===== config.mk =====
export PLATFORM = sky130hd
export DESIGN_NAME = ram_burst_ctrl_1024x32_neg
export DESIGN_NICKNAME = d
export VERILOG_FILES = /design/src/rtl/ram_burst_ctrl_1024x32_neg.sv
export SDC_FILE = /design/constraint.sdc
export NUM_CORES = 1
export LEC_CHECK = 0
export BUFFER_PORTS_ARGS = -buffer_cell sky130_fd_sc_hd__buf_2
export CAP_MARGIN = 10
export CORE_ASPECT_RATIO = 1.1
export CORE_MARGIN = 1.5
export CORE_UTILIZATION = 38
export CTS_BUF_LIST = sky130_fd_sc_hd__clkbuf_4 sky130_fd_sc_hd__clkbuf_8
export CTS_CLUSTER_SIZE = 20
export DETAILED_ROUTE_END_ITERATION = 6
export GPL_ROUTABILITY_DRIVEN = 0
export PLACE_DENSITY_LB_ADDON = 0.25
export SYNTH_ARGS = -nofsm -noshare
export SYNTH_HDL_FRONTEND = slang
export SYNTH_SLANG_ARGS = --single-unit
export TNS_END_PERCENT = 20

===== constraint.sdc =====
create_clock -name clk -period 2.4 [get_ports clk]
set_input_delay 0.48 -clock clk [delete_from_list [all_inputs] [get_ports clk]]
set_output_delay 0.48 -clock clk [all_outputs]
set_load 0.02 [all_outputs]

===== src/rtl/ram_burst_ctrl_1024x32_neg.sv =====
// Burst front-end for a 1024x32 single-port negedge RAM.
// Takes one burst command at a time, streams write beats into the RAM or
// streams read data back through a small return buffer with backpressure.
// Every flop in this block is clocked on the falling edge of clk.
//
// Handshakes: a transfer happens on a falling edge where valid and ready are
// both high. cmd_ready and wr_ready never depend on the matching valid.
// rd_valid means the buffer head is presented on rd_data. rd_data holds
// until the beat is popped by rd_ready.
module ram_burst_ctrl_1024x32_neg #(
  parameter int AW         = 10,
  parameter int DW         = 32,
  parameter int RBUF_DEPTH = 4   // power of two; also the read credit limit
) (
  input  logic          clk,
  input  logic          rst,
  input  logic          cmd_valid,
  output logic          cmd_ready,
  input  logic          cmd_wr,
  input  logic [AW-1:0] cmd_addr,
  input  logic [AW-1:0] cmd_len,
  input  logic          wr_valid,
  output logic          wr_ready,
  input  logic [DW-1:0] wr_data,
  output logic          rd_valid,
  input  logic          rd_ready,
  output logic [DW-1:0] rd_data,
  output logic          busy,
  output logic          ram_we,
  output logic          ram_re,
  output logic [AW-1:0] ram_addr,
  output logic [DW-1:0] ram_di,
  input  logic [DW-1:0] ram_dout
);

  localparam int PW = (RBUF_DEPTH > 1) ? $clog2(RBUF_DEPTH) : 1;
  localparam int CW = $clog2(RBUF_DEPTH + 1);

  localparam logic [1:0] S_IDLE  = 2'd0;
  localparam logic [1:0] S_WRITE = 2'd1;
  localparam logic [1:0] S_READ  = 2'd2;
  localparam logic [1:0] S_DRAIN = 2'd3;

  logic [1:0]    state;
  logic [AW-1:0] cur_addr;
  logic [AW-1:0] remaining;

  // Read return pipe: rd_p1 marks a read strobe on the RAM port,
  // rd_p2 marks RAM data that lands in the buffer on the next edge.
  logic rd_p1;
  logic rd_p2;

  // Return buffer
  logic [DW-1:0] buf_mem [RBUF_DEPTH];
  logic [PW-1:0] wp;
  logic [PW-1:0] rp;
  logic [CW-1:0] count;

  logic          issue;
  logic          push;
  logic          pop;
  logic [CW:0]   inflight;

  assign cmd_ready = (state == S_IDLE) && !rst;
  assign wr_ready  = (state == S_WRITE);
  assign busy      = (state != S_IDLE);
  assign rd_valid  = (count != '0);
  assign rd_data   = buf_mem[rp];

  assign push = rd_p2;
  assign pop  = rd_valid && rd_ready;

  // Reads in flight plus buffered beats must never exceed the buffer size,
  // which is what makes buffer overflow impossible.
  assign inflight = {1'b0, count} + (CW+1)'(rd_p1) + (CW+1)'(rd_p2);
  assign issue    = (state == S_READ) && (inflight < (CW+1)'(RBUF_DEPTH));

  // Control FSM, RAM port registers and read return pipe
  always_ff @(negedge clk or posedge rst) begin
    if (rst) begin
      state     <= S_IDLE;
      cur_addr  <= '0;
      remaining <= '0;
      ram_we    <= 1'b0;
      ram_re    <= 1'b0;
      ram_addr  <= '0;
      ram_di    <= '0;
      rd_p1     <= 1'b0;
      rd_p2     <= 1'b0;
    end else begin
      ram_we <= 1'b0;
      ram_re <= 1'b0;
      rd_p1  <= issue;
      rd_p2  <= rd_p1;
      case (state)
        S_IDLE: begin
          if (cmd_valid) begin
            cur_addr  <= cmd_addr;
            remaining <= cmd_len;
            state     <= cmd_wr ? S_WRITE : S_READ;
          end
        end
        S_WRITE: begin
          if (wr_valid) begin
            ram_we    <= 1'b1;
            ram_addr  <= cur_addr;
            ram_di    <= wr_data;
            cur_addr  <= cur_addr + AW'(1);
            remaining <= remaining - AW'(1);
            if (remaining == '0) state <= S_IDLE;
          end
        end
        S_READ: begin
          if (issue) begin
            ram_re    <= 1'b1;
            ram_addr  <= cur_addr;
            cur_addr  <= cur_addr + AW'(1);
            remaining <= remaining - AW'(1);
            if (remaining == '0) state <= S_DRAIN;
          end
        end
        S_DRAIN: begin
          // Wait for every issued read to be consumed so the next command
          // cannot overtake data still on its way out.
          if (!rd_p1 && !rd_p2 && (count == '0)) state <= S_IDLE;
        end
        default: state <= S_IDLE;
      endcase
    end
  end

  // Return buffer pointers and occupancy
  always_ff @(negedge clk or posedge rst) begin
    if (rst) begin
      wp    <= '0;
      rp    <= '0;
      count <= '0;
    end else begin
      if (push) wp <= wp + PW'(1);
      if (pop)  rp <= rp + PW'(1);
      case ({push, pop})
        2'b10:   count <= count + CW'(1);
        2'b01:   count <= count - CW'(1);
        default: count <= count;
      endcase
    end
  end

  // Return buffer storage; contents are don't-care while count is zero
  always_ff @(negedge clk) begin
    if (push) buf_mem[wp] <= ram_dout;
  end

endmodule


After elaboration in Yosys (flattened, before gate mapping)
Memory sizes are Yosys's and may differ from the RTL's. Index checks and enable logic that the tools add are counted.

Register bits: 75. Memories kept: 1. Bits in writable memories: 128. Logic and storage cells: 79.

Equal/unequal tests: 11. Reductions and logical operators: 20. Add/sub/neg operators: 8. Muxes and demuxes: 26. Magnitude comparators: 1.

Memories: buf_mem (words 4, bits a word 32, read ports 1, clocked after memory_dff 0, write ports 1, RTL line 54) `logic [DW-1:0] buf_mem [RBUF_DEPTH];`.

Operators by type and width (count): $mux 10 (8); $pmux 10 s3 (2); $pmux 10 s2 (1); $mux 2 (7); $add 10x1->10 const B (1); $logic_not 10->1 (1); $sub 10x1->10 const B (1); $ne 2x2->1 const B (4); $pmux 2 s4 (1); $eq 2x2->1 const B (3); $mux 1 (6); $pmux 3 s2 (1); $reduce_and 6->1 (1); $reduce_bool 2->1 (3); $reduce_bool 3->1 (2); $logic_and 1x1->1 (5); $add 2x1->2 const B (2); $add 3x1->4 (1); $add 4x1->4 (1); $eq 2x1->1 const B (2); $lt 4x3->1 const B (1); $ne 2x1->1 const B (2); $reduce_and 4->1 (1); $add 3x1->3 const B (1); other kinds (6) (8).

Longest topological paths before layout
Depth in word-level cells: 6. Depth in mapped cells: 9. Gate-level depth less buffers: 8.

==> impl_metrics.csv <==
group,metric,value,unit
critical_path,critPathLaunchType,"flip-flop",
cts,clkSlewWorstSetupHoldPaths,40,ps
power_and_ir_drop,power.density,1440,nW/um2
sta,hold_viol_final,0,
power_and_ir_drop,finalPower,16800,uW
power_and_ir_drop,ir_drop,0.792,mV
cts,clock_path_buffers,3,
run,cap_violations,0,
die,std_cell_rows,56,
critical_path,crit_type,"flip-flop to primary output",
worst_hold_path,hold_path_class,"flip-flop to flip-flop",
synth,seq_area_frac_synth,69.7,%
critical_path,worst_path_most_repeated_cell,"buf_6",
synth,async_flop_share,36.6,%
global_routing,grt_start_max_net_pins,43,
drt,vias,5454,
synth,ys_seq_elements,202,
synth,yosys_warnings,0,
synth,yosysMostFrequentCell,"edfxtp_1",
synth,synth_edf_count,128,
critical_path,path_cells,"buf_6 > buf_12 > mux4_2 > buf_6",
die,core,21200,um2
die,die-area,22400,um2
critical_path,reg2reg_setup_slack,120,ps
global_routing,antenna_found_initial,0,
cts,cts_hold_buf,0,
cts,cts_sinks,202,
global_routing,grt_pass1_wl,28700,um
cells_and_area,syn2layout_area_growth,42.4,%
synth,synth_cell_types,46,
die,initial_core_util,38.5,%
run_status,status,"finished with violations",
cts,htreeDepth,2,
cells_and_area,fin_area,11600,um2
placement,portBuffers,169,
synth,syn_nets,590,
die,ios,170,
cells_and_area,nFillCells,1802,
sta,slew_viol_final,0,
power_and_ir_drop,p_leak,0.00514,uW
run_status,violations,"setup timing",
die,die_h,157,um
global_routing,grt_pass1_vias,6115,
placement,dpl_cell_area,9660,um2
critical_path,path_max_fanout,8,
cts,insertion_delay,570,ps
drt,dr.pass1.iters,5,
sta,worst_slew_pin_slew,502,ps
drt,drc_errors,0,
drt,drt_wl_total,18100,um
critical_path,cp.arrival,3140,ps
drt,via_per_inst,4.71,
cells_and_area,drive_gt1_share,42.6,%
drt,ant_nets,0,
placement,dp_hpwl,11000,um
sta,finalSetupTns,-55460,ps
global_routing,grt_util_all_layers,16.6,%
global_routing,overflow,0,
sta,slew-limit-headroom,66.5,%
synth,synth_top_area_share,47.0,%
sta,layout_setup_ws,-1220,ps
sta,rsz0062_at_grt,"yes",
placement,preCtsSetupSlack,-728,ps
cells_and_area,antenna_cells,0,
drt,drt_iter0_markers,192,
critical_path,critPathSlowestCell,"mux4_2",
synth,avgSynthCellArea,16.8,um2
worst_hold_path,holdPathStages,1,
critical_path,reg2reg_depth,7,
synth,ys.flop_type,"edfxtp_1",
synth,synth_area_leaders,"edfxtp_1 (47%), dfrtn_1 (23%), mux4_2 (8.8%)",
sta,skew,74.8,ps
synth,synth_area,8170,um2
drt,routedWlPerCell,15.7,um
synth,syn_inst,485,
critical_path,crit_required,1920,ps
sta,setup_violations,86,
die,die_x,143,um
synth,synth_common_cells,"edfxtp_1 (128), dfrtn_1 (74), mux2_2 (42)",
critical_path,worst_setup_path_end_kind,"primary output",
critical_path,slowest_delay,530,ps
cts,root_buffer,"clkbuf_8",
cells_and_area,nets,947,
synth,yosys.area.top_type,"edfxtp_1",
cts,cts_buffers,38,
cts,cts_tree,"built",
layout make-up:
type                       instances  area [um2]  share of cell area [%]
inverter                          16        66.3                   0.570
multi-input combinational        245        2410                    20.7
clock buffer                      43         579                    4.98
clock inverter                   151         747                    6.42
tap                              290         363                    3.12
sequential                       202        5700                    48.9
timing repair buffer             211        1780                    15.3
kinds of logic after synthesis:
| kind of cell | share of synthesized area (%) |
|---|---|
| flops | 69.7 |
| simple gates | 6.35 |
| mux | 15.4 |
| compound gates | 3.71 |
| buf+inv | 1.84 |
| fa+ha+maj | 2.39 |
| xor+xnor | 0.643 |
final timing paths:
kind | start | endpoint
setup / recovery | rp[0]$_DFFE_NP0N_ | rd_data[30]
hold reg to reg | wp[0]$_DFFE_NP0P_ | wp[0]$_DFFE_NP0P_
min in group asynchronous | rst | ram_addr[9]$_DFFE_NP0P_
hold / removal | wp[0]$_DFFE_NP0P_ | wp[0]$_DFFE_NP0P_
setup reg to reg | count[0]$_DFFE_NP0P_ | state[1]$_DFFE_NP0P_
max in group asynchronous | rst | wp[0]$_DFFE_NP0P_
state kept, by name, indices dropped and copies added, names as in the netlist:
signal / count
buf_mem: 128
ram_di: 32
cur_addr: 10
ram_addr: 10
remaining: 10
count: 3
rp: 2
state: 2
wp: 2
push: 1
ram_re: 1
ram_we: 1
placed cells by master, fill, tap and decap left out, types with 4 or more instances in the layout:
| cell | count |
|---|---|
| a211oi_1 | 4 |
| a21oi_1 | 12 |
| and2_2 | 4 |
| buf_12 | 7 |
| buf_2 | 95 |
| buf_4 | 30 |
| buf_6 | 76 |
| bufinv_16 | 6 |
| clkbuf_8 | 41 |
| dfrtn_1 | 74 |
| edfxtp_1 | 128 |
| ha_1 | 12 |
| inv_1 | 148 |
| mux2_2 | 42 |
| mux2i_1 | 4 |
| mux4_2 | 32 |
| nand2_1 | 26 |
| nand2b_1 | 4 |
| nand3_1 | 9 |
| nor2_1 | 15 |
| nor3_1 | 11 |
| o21ai_0 | 14 |
| o22ai_1 | 5 |
| xor2_1 | 4 |
per-stage QoR:
step                hold WS [ps]  util (%)  std cells
global placement             443      45.5        958
CTS                          477      54.3       1157
detailed placement           444      45.5        958
global route                 497      54.8       1158
finish                       469      54.8       1158
floorplan                    429         -        485
power breakdown:
group,switching [uW],internal (uW),leakage [uW]
Clock,1960,2550,0.00113
Combinational,3400,3630,0.00198
Sequential,600,4670,0.00203
Total,5950,10800,0.00514
worst max-delay path, delay by kind of cell, from the launching register on:
kind | cells | cell delay [ps]
flops | 1 | 460
mux | 1 | 530
buf+inv | 3 | 440
layer usage:
layer  vias up  track usage (%)  routed length [um]
li1       2581                -                   -
met5         -                0                   0
met4         0             7.90                 345
met2       186             28.4                9300
met1      2658             17.6                7170
met3        29             7.10                1330
what timing repair did:
action,4_1_cts,5_1_grt
pin swaps,1,3
setup endpoints to repair,90,104
resized for setup,147,23
hold endpoints to repair,0,0
setup buffers,3,1
cloned,3,0
Note: power is estimated with default switching activity, not from simulation.
